===== src/rtl/sc_dec8_ctrl.sv =====
// Sequential SC decoder controller for N=8 polar codes, sharing one external f/g unit (one op per cycle, 24 ops).
// Optional feature macro SC_FROZEN_SKIP_EN: skip leaf ops that only produce a frozen bit.
module sc_dec8_ctrl #(
  parameter int LLR_W = 12
) (
  input  logic               clk,
  input  logic               rst_n,
  input  logic               start,
  input  logic [8*LLR_W-1:0] llr_in,
  input  logic [7:0]         frozen,
  output logic               busy,
  output logic               done,
  output logic [7:0]         u_hat,
  output logic [LLR_W-1:0]   fg_a,
  output logic [LLR_W-1:0]   fg_b,
  output logic               fg_f_flag,
  output logic               fg_s,
  input  logic [LLR_W-1:0]   fg_dout
);

  localparam logic [4:0] N_OPS = 5'd24;

  typedef enum logic [1:0] {S_IDLE, S_RUN, S_DONE} state_t;

  state_t           state_q, state_d;
  logic [4:0]       cnt_q, cnt_d, nxt;
  logic [LLR_W-1:0] ch_q [8];
  logic [LLR_W-1:0] l4_q [4];
  logic [LLR_W-1:0] l2_q [2];
  logic [7:0]       u_q, frz_q;
  logic             accept;
  logic [3:0]       loc;
  logic             hi;
  logic [2:0]       leaf;
  logic [1:0]       ub;
  logic [1:0]       ps4;
  logic [3:0]       ps8;
  logic             wr_l4, wr_l2, wr_u;

  // Each half of the schedule (12 ops) repeats: 4 root ops, 2 len-4 f, leaf pair, 2 len-4 g, leaf pair.
  function automatic logic [3:0] loc_of(input logic [4:0] idx);
    loc_of = (idx >= 5'd12) ? 4'(idx - 5'd12) : idx[3:0];
  endfunction

  function automatic logic is_leaf(input logic [4:0] idx);
    logic [3:0] l;
    l = loc_of(idx);
    is_leaf = (l == 4'd6) || (l == 4'd7) || (l == 4'd10) || (l == 4'd11);
  endfunction

  function automatic logic [2:0] leaf_of(input logic [4:0] idx);
    logic [3:0] l;
    l = loc_of(idx);
    leaf_of = {idx >= 5'd12, l >= 4'd10, l[0]};
  endfunction

  assign accept = (state_q == S_IDLE) && start;
  assign busy   = (state_q != S_IDLE);
  assign done   = (state_q == S_DONE);
  assign u_hat  = u_q;

  // Partial sums are derived from the decided bits, so a leaf decision is visible to the next g op.
  always_comb begin
    loc  = loc_of(cnt_q);
    hi   = (cnt_q >= 5'd12);
    leaf = leaf_of(cnt_q);
    ub   = hi ? u_q[5:4] : u_q[1:0];
    ps4  = {ub[1], ub[0] ^ ub[1]};
    ps8  = {u_q[3], u_q[2] ^ u_q[3], u_q[1] ^ u_q[3], ^u_q[3:0]};
    fg_a      = '0;
    fg_b      = '0;
    fg_f_flag = 1'b0;
    fg_s      = 1'b0;
    wr_l4     = 1'b0;
    wr_l2     = 1'b0;
    wr_u      = 1'b0;
    if (state_q == S_RUN) begin
      if (loc < 4'd4) begin
        fg_a      = ch_q[{1'b0, loc[1:0]}];
        fg_b      = ch_q[{1'b1, loc[1:0]}];
        fg_f_flag = ~hi;
        fg_s      = hi & ps8[loc[1:0]];
        wr_l4     = 1'b1;
      end else if (is_leaf(cnt_q)) begin
        fg_a      = l2_q[0];
        fg_b      = l2_q[1];
        fg_f_flag = ~loc[0];
        fg_s      = loc[0] & u_q[{leaf[2:1], 1'b0}];
        wr_u      = 1'b1;
      end else begin
        fg_a      = l4_q[{1'b0, loc[0]}];
        fg_b      = l4_q[{1'b1, loc[0]}];
        fg_f_flag = (loc < 4'd8);
        fg_s      = (loc >= 4'd8) & ps4[loc[0]];
        wr_l2     = 1'b1;
      end
    end
  end

  always_comb begin
    state_d = state_q;
    cnt_d   = cnt_q;
    nxt     = cnt_q + 5'd1;
`ifdef SC_FROZEN_SKIP_EN
    // Leaves come in pairs, so at most two consecutive ops can be skipped; u stays 0 from the start clear.
    for (int k = 0; k < 2; k++) begin
      if ((nxt < N_OPS) && is_leaf(nxt) && frz_q[leaf_of(nxt)]) nxt = nxt + 5'd1;
    end
`endif
    case (state_q)
      S_IDLE: begin
        if (start) begin
          state_d = S_RUN;
          cnt_d   = '0;
        end
      end
      S_RUN: begin
        if (nxt >= N_OPS) begin
          state_d = S_DONE;
          cnt_d   = '0;
        end else begin
          cnt_d = nxt;
        end
      end
      S_DONE:  state_d = S_IDLE;
      default: state_d = S_IDLE;
    endcase
  end

  always_ff @(posedge clk or negedge rst_n) begin
    if (!rst_n) begin
      state_q <= S_IDLE;
      cnt_q   <= '0;
      u_q     <= '0;
      frz_q   <= '0;
      for (int k = 0; k < 8; k++) ch_q[k] <= '0;
      for (int k = 0; k < 4; k++) l4_q[k] <= '0;
      for (int k = 0; k < 2; k++) l2_q[k] <= '0;
    end else begin
      state_q <= state_d;
      cnt_q   <= cnt_d;
      if (accept) begin
        for (int k = 0; k < 8; k++) ch_q[k] <= llr_in[k*LLR_W +: LLR_W];
        frz_q <= frozen;
        u_q   <= '0;
      end
      if (wr_l4) l4_q[loc[1:0]] <= fg_dout;
      if (wr_l2) l2_q[loc[0]] <= fg_dout;
      if (wr_u)  u_q[leaf] <= ~frz_q[leaf] & fg_dout[LLR_W-1];
    end
  end

endmodule


===== config.mk =====
export PLATFORM = sky130hd
export DESIGN_NAME = sc_dec8_ctrl
export DESIGN_NICKNAME = d
export VERILOG_FILES = /design/src/rtl/sc_dec8_ctrl.sv
export SDC_FILE = /design/constraint.sdc
export NUM_CORES = 1
export LEC_CHECK = 0
export BUFFER_PORTS_ARGS = -buffer_cell sky130_fd_sc_hd__buf_2
export CORE_ASPECT_RATIO = 0.75
export CORE_MARGIN = 5
export CORE_UTILIZATION = 45
export DETAILED_ROUTE_END_ITERATION = 10
export GPL_TIMING_DRIVEN = 1
export PLACE_DENSITY_LB_ADDON = 0.3
export SYNTH_ARGS = -nofsm -noshare
export SYNTH_HDL_FRONTEND = slang
export SYNTH_SLANG_ARGS = --single-unit

===== constraint.sdc =====
create_clock -name clk -period 4.97 [get_ports clk]
set_input_delay 0 -clock clk [delete_from_list [all_inputs] [get_ports clk]]
set_output_delay 0 -clock clk [all_outputs]
set_load 0.005 [all_outputs]

# Word level (Yosys, flattened, before mapping)
# Cells that the tools add are included.
[classes]
bitwise_logic = 16
n_addsub = 2
n_eq_ne = 8
n_mux = 59
magnitude_cmp = 19
n_reduce_logical = 13
[ops]
columns = ["cell", "n"]
rows = [
  ["12-bit two-way mux", 16],
  ["12-bit binary-select mux with 3-bit select", 2],
  ["12-bit binary-select mux with 2-bit select", 2],
  ["48-bit bitwise mux", 1],
  ["24-bit bitwise mux", 1],
  ["12-bit demux with 2-bit select", 1],
  ["1-bit two-way mux", 20],
  ["4-bit >= comparator (second input constant)", 4],
  ["8-bit two-way mux", 2],
  ["12-bit demux with 1-bit select", 1],
  ["5-bit two-way mux", 2],
  ["5-bit one-hot mux with 2 select lines", 1],
  ["3-bit >= comparator (second input constant)", 3],
  ["8-bit bitwise mux", 1],
  ["4-bit by 3-bit == test with 1-bit output (second input constant)", 2],
  ["4-bit == test (second input constant)", 2],
  ["3-bit by 4-bit less-than comparator with 1-bit output (second input constant)", 2],
  ["2-bit two-way mux", 3],
  ["2-bit inverter with 3-bit output", 2],
  ["5-bit by 1-bit adder with 5-bit output (second input constant)", 1],
  ["5-bit by 4-bit >= comparator with 1-bit output (second input constant)", 1],
  ["5-bit >= comparator (second input constant)", 1],
  ["1-bit AND", 4],
  ["1-bit binary-select mux with 2-bit select", 2],
  ["29 further kinds", 40],
]
[word_totals]
register_bits = 191

# Logic depth before layout (Yosys ltp)
[depth]
ltp_word = 10
ltp_mapped = 11
depth_no_buf = 7

# Least setup slack after synthesis
# OpenSTA, ideal clock, no wires.
[synth_path]
path_type = "register to register"
startpoint = "register cnt_q[0]"
endpoint = "register l2_q[14] in the netlist's numbering"
path_buffers = 3
stages_incl_launch_ff = 11
arrival_time_ns = 2.744
path_slack_ns = 2.101
required_time_ns = 4.845
path_cell_list = "dfrtp_1 > buf_2 > buf_2 > clkinv_1 > ha_1 > nor2b_1 > o32a_4 > mux2_4 > nor3_4 > buf_6 > mux2_4"
[synth_between]
elab_chain_len = 9
elab_cells_between_ends = 21
cone_classes = "1 x add/sub; 4 x order compare; 4 x eq/ne; 7 x mux; 1 x bitwise; 4 x reduce/logical"
[synth_lines]
columns = ["element", "line", "rtl"]
rows = [
  ["from (decl)", "26", "logic [4:0] cnt_q, cnt_d, nxt;"],
  ["from (signal assigned)", "141", "cnt_q <= cnt_d;"],
  ["4-bit subtractor or 5-bit by 4-bit >= comparator with 1-bit output (tied branches)", "42", "loc_of = (idx >= 5'd12) ? 4'(idx - 5'd12) : idx[3:0];"],
  ["4-bit two-way mux (*)", "42", ""],
  ["4-bit by 3-bit == test with 1-bit output", "48", "is_leaf = (l == 4'd6) || (l == 4'd7) || (l == 4'd10) || (l == 4'd11);"],
  ["1-bit logical OR (3 in a row)", "48", ""],
  ["1-bit two-way mux", "84", "end else if (is_leaf(cnt_q)) begin"],
  ["1-bit two-way mux", "78", "if (loc < 4'd4) begin"],
  ["1-bit two-way mux", "77", "if (state_q == S_RUN) begin"],
  ["to (signal, indexed assignment)", "148", "if (wr_l2) l2_q[loc[0]] <= fg_dout;"],
  ["to (decl)", "29", "logic [LLR_W-1:0] l2_q [2];"],
]
# Every way passes the cells marked *; elsewhere a longest branch is shown, timed or not.
# A chain may end at the register's enable or synchronous reset.

# Worst setup path in the final report
[layout_path]
startpoint = "register cnt_q[0]"
endpoint = "output fg_a[0]"
[layout_between]
elab_chain_len = 9
elab_cells_between_ends = 22
cone_classes = "1 x add/sub; 2 x order compare; 4 x eq/ne; 10 x mux; 2 x bitwise; 3 x reduce/logical"
[layout_lines]
columns = ["element", "line", "rtl"]
rows = [
  ["4-bit subtractor or 5-bit by 4-bit >= comparator with 1-bit output (tied branches)", "42", ""],
  ["4-bit two-way mux (*)", "42", ""],
  ["1-bit inverter with 3-bit output (implied by the code) or 4-bit by 3-bit == test with 1-bit output (tied branches)", "91, 48", ""],
  ["12-bit binary-select mux with 2-bit select or 1-bit logical OR (tied branches)", "91, 48", ""],
  ["12-bit two-way mux (implied by the code) or 1-bit logical OR (tied branches) (2 in a row)", "91, 48", ""],
  ["12-bit two-way mux", "84", ""],
  ["12-bit two-way mux (*)", "78", ""],
  ["12-bit two-way mux (*)", "77", ""],
  ["to (decl)", "14", "output logic [LLR_W-1:0] fg_a,"],
]
# Every way passes the cells marked *; elsewhere a longest branch is shown, timed or not. The select of a mux whose other input is x is not followed.

==> metrics <==
outcome finished, final reports clean; RSZ-0062 raised after global routing false; setup violators final 0; total global-route track usage between 20% and 30%; commonest non-fill, non-tap cells in the layout nand2_1, dfrtp_1, buf_2; layout cell share with drive strength beyond 1 28.1%; max_slew headroom between 10% and 20%; I/O pin count roughly 160; crit-path cells clkinv_1 -> ha_1 -> nor2b_1 -> o32a_4 -> mux2i_4 -> buf_4 -> mux2i_1 -> o2bb2ai_1 -> buf_2; initial antenna violation count 0; Ys Warns 0; # rows 45; Max Slew Vio Count 0; DR DRC count 0; largest net degree at the start of global routing 117; CTS buffer count 17; CTS root buf clkbuf_16; htree depth 4; CTS tree built; Worst Hold Class in2async; CP endpoint kind output pin; Post-synth ARST share between 90% and 100%; Mapped Cells between 800 and 900; Seq/Total Area, Yosys about half; drt total wl roughly 26,000 um; via count slightly above 7,000; Via-to-Cell Ratio slightly above 5; # fillers between 1,500 and 2,000; leading area contributor after synthesis dfrtp_1; Die Wd 177 um; Area contributors post-synth dfrtp_1, nand2_1, mux2_2; Port Buf Inserts 154; Core Footprint between 20,000 and 25,000 um^2; Startpoint Class register; cell family with most CP delay buffers and inverters; GRT Residual Overflow 0; worst path required time between 4000 and 5000 ps; CTS clk-pin slew, worst paths 70 ps; slowest CP cell dfrtp_4; Period Utilization, post-route about four fifths; DR iter-0 viols 493; vias in the first global route about 7,300; number of synthesized flops with an enable pin 0; Max Clock Freq roughly 250 MHz; Slew @ Worst Pin about 1200 ps; Final ANT Viol Nets 0; Cell Area, Placed ~10,000 um^2; worst-skew pair later-pin latency between 400 and 500 ps; Final Wtd Congestion around 0.84; total power roughly 0.0081 W; Starting Density 46.0%; Crit path arrival time about 4000 ps; dpl hpwl 16,400 um; wire per inst 18.5 um; Cell Area, Synth slightly above 9000 um^2; Die Footprint around 24,000 um^2; Crit Path Class reg2out; first-pass GRT wire length 41,200 um; n_diodes 0; final setup TNS 0 ps; Die Y 135 um; worst-case clock buffer depth 2; CP Buf/Inv Count 3; Min Clock Period, post-route between 3000 and 4000 ps; area taken by multi-input logic gates approximately 4300 um^2; Power Density around 670 nW/um^2; Setup Skew around 8 ps; 1st-pass router iterations 5; Max-Cap Viols 0; Layout Nets approximately 1,200; register area 4780 um^2; synth unique cells 61; syn_area_per_cell around 11 um^2; crit-path max cell delay about 730 ps; Worst Path Max Fanout 38; maximum vdd drop 0.258 mV; share of the synthesized area in the top cell type 51.1%; Leak roughly 5.8 nW; Final Hold Viols 0; P&R area growth vs syn 28.8%; Synth Flop Type dfrtp_1; clk sinks ~190; finished layout cell area between 10,000 and 15,000 um^2; #FFs+latches synth about 190; Post-Syn Nets 991; most common cell after layout, fill and taps aside nand2_1
## final cells by class
cell class | instances | area share, %
Clock buffer | 19 | 3.59
Clock inverter | 13 | 1.24
Inverter | 8 | 0.249
Multi-Input combinational cell | 612 | 35.7
Sequential cell | 191 | 39.7
Tap cell | 282 | 2.93
Timing Repair Buffer | 278 | 16.6
## cell families after synthesis
family                   count (synthesis)  synth area share, %
buffers and inverters                   64                 3.06
multiplexers                           159                 22.1
AND/OR/NAND/NOR                        379                 17.1
XOR/XNOR                                 3                0.281
adder cells (fa/ha/maj)                  5                0.668
AO/OA/AOI/OAI                           66                 5.68
flip-flops                             191                 51.1
## final timing paths
kind	end	depth (start not counted)	from	slack (ps)
hold / removal	u_hat[5]	2	rst_n	160
setup reg to reg	l2_q[0]	7	cnt_q[0]	1140
min in group clk	ch_q[12]	4	llr_in[72]	290
setup / recovery	fg_a[0]	9	cnt_q[0]	980
hold reg to reg	ch_q[29]	2	ch_q[29]	470
max in group asynchronous	ch_q[57]	3	rst_n	3560
## per-layer routing
metal | global-route usage, % | share of wire [%] | up-vias
met5 | 0 | 0 | -
met4 | 5.80 | 1.5 | 0
met3 | 4.45 | 5.5 | 32
met2 | 33.1 | 45 | 229
met1 | 33.1 | 48 | 3550
li1 | - | - | 3434
## per-stage QoR
step	hold WS [ps]	utilization, %	cells	worst slack [ps]
2_1_floorplan	-296	-	867	2100
3_3_place_gp	93.6	50.7	1254	1250
3_5_place_dp	96.7	50.7	1254	1190
4_1_cts	208	59.3	1403	979
5_1_grt	230	59.3	1403	775
6_report	159	59.3	1403	977
## cells in the mapped netlist, types with 8 or more instances
master,instances
nand2_1,331
dfrtp_1,191
mux2_2,72
mux2i_1,36
clkbuf_1,28
mux4_2,24
o2bb2ai_1,24
mux2_1,15
buf_2,13
mux2_4,11
buf_1,10
o21ai_0,10
nor2b_1,8
## state kept, by name, indices dropped and copies added (netlist names)
signal	cells
l2_q	24
cnt_q	5
l4_q	48
ch_q	96
frz_q	8
state_q	2
u_hat	8
## power breakdown
group	internal, W	switching, W
Clock	0.000751	0.000626
Sequential	0.00230	0.000501
Combinational	0.00191	0.00204
## what timing repair did
action | in CTS | in global routing
hold endpoints to repair | 254 | 0
resized for setup | 0 | 0
setup buffers | 0 | 0
hold buffers | 117 | 0
Note: power is estimated with default switching activity, not from simulation.
